**config.mk**
```make
export PLATFORM = sky130hd
export DESIGN_NAME = j1_io_uart
export DESIGN_NICKNAME = d
export VERILOG_FILES = /design/src/rtl/j1_io_pkg.sv /design/src/rtl/j1_io_fifo.sv /design/src/rtl/j1_io_uart.sv
export SDC_FILE = /design/constraint.sdc
export NUM_CORES = 1
export LEC_CHECK = 0
export BUFFER_PORTS_ARGS = -buffer_cell sky130_fd_sc_hd__clkbuf_2
export CAP_MARGIN = 40
export CORE_UTILIZATION = 30
export CTS_BUF_LIST = sky130_fd_sc_hd__clkbuf_16
export CTS_CLUSTER_SIZE = 24
export DETAILED_ROUTE_END_ITERATION = 8
export PLACE_DENSITY_LB_ADDON = 0.1
export SYNTH_ARGS = -nofsm -noshare
export SYNTH_HDL_FRONTEND = slang
export SYNTH_SLANG_ARGS = --single-unit
```
**constraint.sdc**
```tcl
create_clock -name clk -period 2.1 [get_ports clk]
set_input_delay 0.105 -clock clk [delete_from_list [all_inputs] [get_ports clk]]
set_output_delay 0.105 -clock clk [all_outputs]
set_load 0.02 [all_outputs]
```
**src/rtl/j1_io_pkg.sv**
```systemverilog
// Shared constants for the j1 I/O UART: default register addresses,
// status bit positions and the TX/RX state encodings.
package j1_io_pkg;
    localparam logic [15:0] ADDR_DATA_DEF = 16'h1000;
    localparam logic [15:0] ADDR_STAT_DEF = 16'h2000;

    localparam int ST_TX_READY = 0;
    localparam int ST_RX_VALID = 1;
    localparam int ST_RX_OVR   = 2;
    localparam int ST_TX_IDLE  = 3;
    localparam int ST_RX_FERR  = 4;
    localparam int ST_TX_OVF   = 5;

    typedef enum logic [1:0] {TX_IDLE, TX_START, TX_DATA, TX_STOP} tx_state_t;
    typedef enum logic [1:0] {RX_IDLE, RX_START, RX_DATA, RX_STOP} rx_state_t;
endpackage

```
**src/rtl/j1_io_fifo.sv**
```systemverilog
// Synchronous FIFO with wrap-bit pointers; dout shows the head entry.
// Latency: a pushed word is visible on dout the cycle after the push edge.
// Backpressure: none internally; the caller only pushes when not full (or popping) and pops when not empty.
module j1_io_fifo #(
    parameter int WIDTH = 8,
    parameter int DEPTH = 4
) (
    input  logic             clk,
    input  logic             resetq,
    input  logic             push,
    input  logic             pop,
    input  logic [WIDTH-1:0] din,
    output logic [WIDTH-1:0] dout,
    output logic             full,
    output logic             empty
);
    localparam int AW = $clog2(DEPTH);

    logic [AW:0]      wr_ptr_q, wr_ptr_d;
    logic [AW:0]      rd_ptr_q, rd_ptr_d;
    logic [WIDTH-1:0] mem_q [DEPTH];
    logic [WIDTH-1:0] mem_d [DEPTH];

    always_comb begin
        wr_ptr_d = wr_ptr_q;
        rd_ptr_d = rd_ptr_q;
        mem_d    = mem_q;
        if (push) begin
            mem_d[wr_ptr_q[AW-1:0]] = din;
            wr_ptr_d = wr_ptr_q + {{AW{1'b0}}, 1'b1};
        end
        if (pop) begin
            rd_ptr_d = rd_ptr_q + {{AW{1'b0}}, 1'b1};
        end
    end

    always_ff @(posedge clk or negedge resetq) begin
        if (!resetq) begin
            wr_ptr_q <= '0;
            rd_ptr_q <= '0;
            for (int i = 0; i < DEPTH; i++) mem_q[i] <= '0;
        end else begin
            wr_ptr_q <= wr_ptr_d;
            rd_ptr_q <= rd_ptr_d;
            mem_q    <= mem_d;
        end
    end

    assign dout  = mem_q[rd_ptr_q[AW-1:0]];
    assign empty = (wr_ptr_q == rd_ptr_q);
    assign full  = (wr_ptr_q[AW] != rd_ptr_q[AW]) && (wr_ptr_q[AW-1:0] == rd_ptr_q[AW-1:0]);
endmodule

```
**src/rtl/j1_io_uart.sv**
```systemverilog
// j1 I/O-bus UART: data/status registers, TX FIFO + serialiser, RX deserialiser.
// Latency: io_din is combinational; a write reaches the line as a start bit 2 cycles after its edge.
// Backpressure: none; writes to a full FIFO are dropped and flagged in the sticky tx_ovf bit.
module j1_io_uart
    import j1_io_pkg::*;
#(
    parameter int          WIDTH     = 32,
    parameter int          CLKDIV    = 868,
    parameter int          TXDEPTH   = 4,
    parameter logic [15:0] ADDR_DATA = ADDR_DATA_DEF,
    parameter logic [15:0] ADDR_STAT = ADDR_STAT_DEF
) (
    input  logic             clk,
    input  logic             resetq,
    input  logic             io_rd,
    input  logic             io_wr,
    input  logic [15:0]      io_addr,
    input  logic [WIDTH-1:0] io_dout,
    output logic [WIDTH-1:0] io_din,
    output logic             uart_tx,
    input  logic             uart_rx
);
    localparam int            BW        = $clog2(CLKDIV);
    localparam logic [BW-1:0] BAUD_LAST = BW'(CLKDIV - 1);
    localparam logic [BW-1:0] BAUD_HALF = BW'(CLKDIV / 2 - 1);

    tx_state_t     tx_state_q, tx_state_d;
    rx_state_t     rx_state_q, rx_state_d;
    logic [BW-1:0] tx_cnt_q, tx_cnt_d, rx_cnt_q, rx_cnt_d;
    logic [2:0]    tx_bit_q, tx_bit_d, rx_bit_q, rx_bit_d;
    logic [7:0]    tx_shift_q, tx_shift_d, rx_shift_q, rx_shift_d;
    logic [7:0]    rx_byte_q, rx_byte_d;
    logic          uart_tx_q, uart_tx_d;
    logic          rx_s1_q, rx_s1_d, rx_s2_q, rx_s2_d, rx_prev_q, rx_prev_d;
    logic          rx_valid_q, rx_valid_d, rx_ovr_q, rx_ovr_d;
    logic          rx_ferr_q, rx_ferr_d, tx_ovf_q, tx_ovf_d;

    logic          rd_data, rd_stat, wr_data;
    logic          fifo_full, fifo_empty, tx_pop, tx_push, tx_tick, rx_tick;
    logic          rx_good, rx_bad;
    logic [7:0]    fifo_dout;
    logic          unused_dout;

    assign rd_data     = io_rd && (io_addr == ADDR_DATA);
    assign rd_stat     = io_rd && (io_addr == ADDR_STAT);
    assign wr_data     = io_wr && (io_addr == ADDR_DATA);
    // A pop in the same cycle frees a slot, so a write to a full FIFO still lands.
    assign tx_push     = wr_data && (!fifo_full || tx_pop);
    assign tx_tick     = (tx_cnt_q == BAUD_LAST);
    assign rx_tick     = (rx_cnt_q == BAUD_LAST);
    assign uart_tx     = uart_tx_q;
    assign unused_dout = ^io_dout[WIDTH-1:8];

    j1_io_fifo #(.WIDTH(8), .DEPTH(TXDEPTH)) u_txfifo (
        .clk    (clk),
        .resetq (resetq),
        .push   (tx_push),
        .pop    (tx_pop),
        .din    (io_dout[7:0]),
        .dout   (fifo_dout),
        .full   (fifo_full),
        .empty  (fifo_empty)
    );

    always_comb begin
        tx_state_d = tx_state_q;
        tx_cnt_d   = tx_cnt_q;
        tx_bit_d   = tx_bit_q;
        tx_shift_d = tx_shift_q;
        tx_pop     = 1'b0;
        if (tx_state_q != TX_IDLE) tx_cnt_d = tx_tick ? '0 : tx_cnt_q + BW'(1);
        case (tx_state_q)
            TX_IDLE: if (!fifo_empty) begin
                tx_pop     = 1'b1;
                tx_shift_d = fifo_dout;
                tx_cnt_d   = '0;
                tx_state_d = TX_START;
            end
            TX_START: if (tx_tick) begin
                tx_bit_d   = 3'd0;
                tx_state_d = TX_DATA;
            end
            TX_DATA: if (tx_tick) begin
                tx_shift_d = {1'b0, tx_shift_q[7:1]};
                tx_bit_d   = tx_bit_q + 3'd1;
                if (tx_bit_q == 3'd7) tx_state_d = TX_STOP;
            end
            TX_STOP: if (tx_tick) begin
                if (!fifo_empty) begin
                    tx_pop     = 1'b1;
                    tx_shift_d = fifo_dout;
                    tx_state_d = TX_START;
                end else begin
                    tx_state_d = TX_IDLE;
                end
            end
            default: tx_state_d = TX_IDLE;
        endcase
        // The line lags the state by one flop so uart_tx is glitch-free.
        case (tx_state_q)
            TX_START: uart_tx_d = 1'b0;
            TX_DATA:  uart_tx_d = tx_shift_q[0];
            default:  uart_tx_d = 1'b1;
        endcase
    end

    always_comb begin
        rx_s1_d    = uart_rx;
        rx_s2_d    = rx_s1_q;
        rx_prev_d  = rx_s2_q;
        rx_state_d = rx_state_q;
        rx_cnt_d   = rx_cnt_q;
        rx_bit_d   = rx_bit_q;
        rx_shift_d = rx_shift_q;
        rx_good    = 1'b0;
        rx_bad     = 1'b0;
        case (rx_state_q)
            RX_IDLE: if (rx_prev_q && !rx_s2_q) begin
                rx_cnt_d   = '0;
                rx_state_d = RX_START;
            end
            RX_START: begin
                rx_cnt_d = rx_cnt_q + BW'(1);
                if (rx_cnt_q == BAUD_HALF) begin
                    rx_cnt_d   = '0;
                    rx_bit_d   = 3'd0;
                    rx_state_d = rx_s2_q ? RX_IDLE : RX_DATA;
                end
            end
            RX_DATA: begin
                rx_cnt_d = rx_tick ? '0 : rx_cnt_q + BW'(1);
                if (rx_tick) begin
                    rx_shift_d = {rx_s2_q, rx_shift_q[7:1]};
                    rx_bit_d   = rx_bit_q + 3'd1;
                    if (rx_bit_q == 3'd7) rx_state_d = RX_STOP;
                end
            end
            RX_STOP: begin
                rx_cnt_d = rx_tick ? '0 : rx_cnt_q + BW'(1);
                if (rx_tick) begin
                    rx_good    = rx_s2_q;
                    rx_bad     = !rx_s2_q;
                    rx_state_d = RX_IDLE;
                end
            end
            default: rx_state_d = RX_IDLE;
        endcase
    end

    always_comb begin
        rx_valid_d = rx_valid_q;
        rx_byte_d  = rx_byte_q;
        rx_ovr_d   = rx_ovr_q;
        rx_ferr_d  = rx_ferr_q;
        tx_ovf_d   = tx_ovf_q;
        if (rd_stat) begin
            rx_ovr_d  = 1'b0;
            rx_ferr_d = 1'b0;
            tx_ovf_d  = 1'b0;
        end
        if (rd_data) rx_valid_d = 1'b0;
        // A frame completing while the old byte is being read is not an overrun.
        if (rx_good) begin
            if (!rx_valid_q || rd_data) begin
                rx_byte_d  = rx_shift_q;
                rx_valid_d = 1'b1;
            end else begin
                rx_ovr_d = 1'b1;
            end
        end
        if (rx_bad) rx_ferr_d = 1'b1;
        if (wr_data && !tx_push) tx_ovf_d = 1'b1;
    end

    always_comb begin
        io_din = '0;
        if (io_addr == ADDR_DATA) begin
            io_din[7:0] = rx_byte_q;
        end else if (io_addr == ADDR_STAT) begin
            io_din[ST_TX_READY] = !fifo_full;
            io_din[ST_RX_VALID] = rx_valid_q;
            io_din[ST_RX_OVR]   = rx_ovr_q;
            io_din[ST_TX_IDLE]  = fifo_empty && (tx_state_q == TX_IDLE);
            io_din[ST_RX_FERR]  = rx_ferr_q;
            io_din[ST_TX_OVF]   = tx_ovf_q;
        end
    end

    always_ff @(posedge clk or negedge resetq) begin
        if (!resetq) begin
            tx_state_q <= TX_IDLE;
            rx_state_q <= RX_IDLE;
            tx_cnt_q   <= '0;
            rx_cnt_q   <= '0;
            tx_bit_q   <= '0;
            rx_bit_q   <= '0;
            tx_shift_q <= '0;
            rx_shift_q <= '0;
            rx_byte_q  <= '0;
            uart_tx_q  <= 1'b1;
            rx_s1_q    <= 1'b1;
            rx_s2_q    <= 1'b1;
            rx_prev_q  <= 1'b1;
            rx_valid_q <= 1'b0;
            rx_ovr_q   <= 1'b0;
            rx_ferr_q  <= 1'b0;
            tx_ovf_q   <= 1'b0;
        end else begin
            tx_state_q <= tx_state_d;
            rx_state_q <= rx_state_d;
            tx_cnt_q   <= tx_cnt_d;
            rx_cnt_q   <= rx_cnt_d;
            tx_bit_q   <= tx_bit_d;
            rx_bit_q   <= rx_bit_d;
            tx_shift_q <= tx_shift_d;
            rx_shift_q <= rx_shift_d;
            rx_byte_q  <= rx_byte_d;
            uart_tx_q  <= uart_tx_d;
            rx_s1_q    <= rx_s1_d;
            rx_s2_q    <= rx_s2_d;
            rx_prev_q  <= rx_prev_d;
            rx_valid_q <= rx_valid_d;
            rx_ovr_q   <= rx_ovr_d;
            rx_ferr_q  <= rx_ferr_d;
            tx_ovf_q   <= tx_ovf_d;
        end
    end
endmodule

```
==> flow_metrics.py <==
metrics = {
    "clock_network": {
        "path_clk_slew_ps": 80,
        "cts_tree": "built",
        "cts_max_level": 3,
        "cts_root_buf": "clkbuf_16",
        "clock_latency_ps": 350,
        "clock_path_buffers": 2,
        "cts_sinks": 100,
        "cts-buffers-inserted": 9,
    },
    "logic_synthesis": {
        "synth-async-reset-ratio": 1.00,
        "syn_inst": 418,
        "syn_area_um2": 5140,
        "ys_seq_area_frac": 0.488,
        "ys_types": 59,
        "ys_ff_latch": 100,
        "synth.top_cells.by_area": "dfrtp_1 47%, mux2_2 14%, ha_1 4.4%, buf_4 3.5%, mux4_2 3.5%",
        "yosys.area.top_type": "dfrtp_1",
        "ys.flop_type": "dfrtp_1",
        "synth_common_cells": "96 x dfrtp_1, 64 x mux2_2, 30 x nand2_1",
        "synth.avg_cell_area_um2": 12.3,
        "synth.most_common_cell": "dfrtp_1",
        "synth_edf_count": 0,
        "yosysWarningCount": 0,
        "synth_top_area_frac": 0.467,
    },
    "drt": {
        "drt_wl_total_um": 10900,
        "drc_errors": 0,
        "antenna_left": 0,
        "wire_per_inst_um": 14.8,
        "vias": 3404,
        "drtIter0Drc": 147,
        "vias_per_cell": 4.64,
        "dr.pass1.iters": 4,
    },
    "grt": {
        "use_met3": 0.0276,
        "grt_usage": 0.135,
        "antenna_found_initial": 0,
        "grt_pass1_vias": 3637,
        "grt_max_degree": 49,
        "met1_usage": 0.172,
        "grt_pass1_wl_um": 18500,
        "grt_busiest_layer": "met2",
        "grt_overflow": 0,
        "use_met2": 0.228,
    },
    "final_layout": {
        "layout-drive-gt1-share": 0.392,
        "fillers": 1625,
        "stdcell_area_um2": 6270,
        "final_core_util": 0.377,
        "num_antenna_cells": 0,
        "area_delta_synth_final_pct": 22.0,
        "fin_nets": 579,
    },
    "timing": {
        "hold_ws_ps": 23.9,
        "fin_skew_ps": 11.5,
        "max_freq_mhz": 457,
        "post-route-period-util": 1.04,
        "rsz0062_at_grt": "true",
        "slew_violations": 0,
        "max_slew_margin": 0.556,
        "worstMarginPinSlew_ps": 666,
        "min_period_ps": 2190,
        "worst_slack_ps": -89.9,
        "setup_viol": 25,
        "hold_viol": 0,
    },
    "power": {
        "vdd_drop_max_mv": 0.468,
        "power.leakage_nw": 3.07,
        "power_density_nw_per_um2": 921,
        "p_total_w": 0.00578,
    },
    "placement": {
        "dp_hpwl_um": 7540,
        "place_congestion": 0.741,
        "placed_area_um2": 5860,
        "numPortBuffers": 37,
        "pre_cts_ws_ps": -125,
    },
    "setup_path": {
        "end_kind": "flip-flop",
        "r2r_slack_ps": -90,
        "cp-start-kind": "flip-flop",
        "crit_fanout": 8,
        "criticalPathCategory": "reg2reg",
        "crit_required_ps": 2330,
        "worstPathArrival_ps": 2420,
    },
    "floorplan": {
        "coreArea_um2": 16600,
        "die_h_um": 133,
        "die_x_um": 133,
        "die_area_um2": 17700,
        "start_util": 0.309,
        "ios": 86,
        "num_rows": 47,
    },
    "outcome": {
        "outcome": "complete, but fails checks",
        "violations": "setup timing",
    },
    "run": {
        "drv_cap": 0,
    },
    "worst_hold_path": {
        "hold_class": "in2reg",
    },
}
logic make-up (layout without fill, tap and decap cells):
kind of cell,count (synthesis),in the layout,share of synthesized area
other,1,24,0.000729
xor gates and xnor gates,10,10,0.0170
muxes,75,75,0.181
adders and majority gates,18,18,0.0438
AOI/OAI and AO/OA,63,63,0.0893
DFF,100,100,0.488
and+or+nand+nor,105,106,0.127
buffers and inverters,46,117,0.0538
routing by layer:
layer	up-vias	part of all wire
li1	1662	-
met3	8	0.030
met2	59	0.50
met4	0	0.0098
met1	1675	0.46
met5	-	0
sequential cells by signal, indices dropped and copies added (netlist names), 2 cells and up, named ones only:
name	count
rx_bit_q	3
rx_byte_q	8
rx_cnt_q	10
rx_shift_q	8
tx_bit_q	3
tx_cnt_q	10
tx_shift_q	8
tx_state_q	2
u_txfifo.mem_q	32
u_txfifo.rd_ptr_q	3
u_txfifo.wr_ptr_q	3
where the power goes:
group | switching [W] | internal [W] | leakage, nW
clock network | 0.000814 | 0.000837 | 0.145
logic | 0.000994 | 0.000960 | 1.57
registers | 0.000101 | 0.00207 | 1.36
critical path, cell delays in order (launching register included):
cell and delay, ps:
dfrtp_1 400, or3_4 390, o41ai_4 310, or2_1 190, buf_12 150, nand4_4 250
mux2_4 390
cell type report:
type                       instances  area (um2)  area share
sequential                       100        2510       0.400
clock inverter                     7        67.6      0.0108
timing repair buffer              89         633       0.101
multi-input combinational        296        2520       0.402
tap                              220         275      0.0439
clock buffer                       9         225      0.0359
inverter                          12        45.0     0.00718
timing repair:
item,CTS,global route
endpoints found under the hold margin,44,0
gates cloned,1,0
setup endpoints to repair,33,42
pin swaps,5,1
setup buffers,3,0
resized for setup,3,10
hold buffers,2,0
final timing paths:
path / from / depth (start not counted) / endpoint
worst max register to register: tx_cnt_q[7]$_DFF_PN0_ / 6 / u_txfifo.mem_q[21]$_DFFE_PN0P_
worst min register to register: rx_s1_q$_DFF_PN1_ / 0 / rx_prev_d$_DFF_PN1_
max in group asynchronous: resetq / 3 / rx_s1_q$_DFF_PN1_
min in group asynchronous: resetq / 2 / rx_byte_q[2]$_DFFE_PN0P_
worst max-delay path: tx_cnt_q[7]$_DFF_PN0_ / 6 / u_txfifo.mem_q[21]$_DFFE_PN0P_
worst min-delay path: io_dout[4] / 2 / u_txfifo.mem_q[4]$_DFFE_PN0P_
per-stage QoR:
| step | cells | TNS [ps] |
|---|---|---|
| final | 733 | -879 |
| after global routing | 733 | -3820 |
| after CTS | 733 | -1520 |
| after detailed placement | 711 | -3010 |
| after global placement | 711 | -2460 |
| after floorplan | 441 | 0 |
layout by cell type, fill, tap and decap left out, types with 3 or more instances in the layout:
cell type,netlist,routed
dfrtp_1,96,95
mux2_2,64,61
buf_4,24,47
clkbuf_2,1,36
nand2_1,30,30
conb_1,1,24
o21ai_0,22,22
ha_1,18,16
nor2_1,15,15
inv_1,12,11
nand3_1,11,11
a22o_1,9,9
clkbuf_16,0,9
mux4_2,8,8
nor3b_1,6,6
nor3_1,6,6
nor4_1,5,5
xor2_1,4,4
o31ai_1,4,4
nand4_4,4,4
xnor2_1,6,4
a21o_1,4,4
buf_12,0,4
dfstp_2,4,4
mux2i_1,3,3
nor3_4,3,3
and3_1,3,3
nor2b_1,3,3
o22ai_1,3,3
mux2_4,0,3
a211o_1,3,3
a32o_1,3,3
inv_6,0,3
Note: power is estimated with default switching activity, not from simulation.
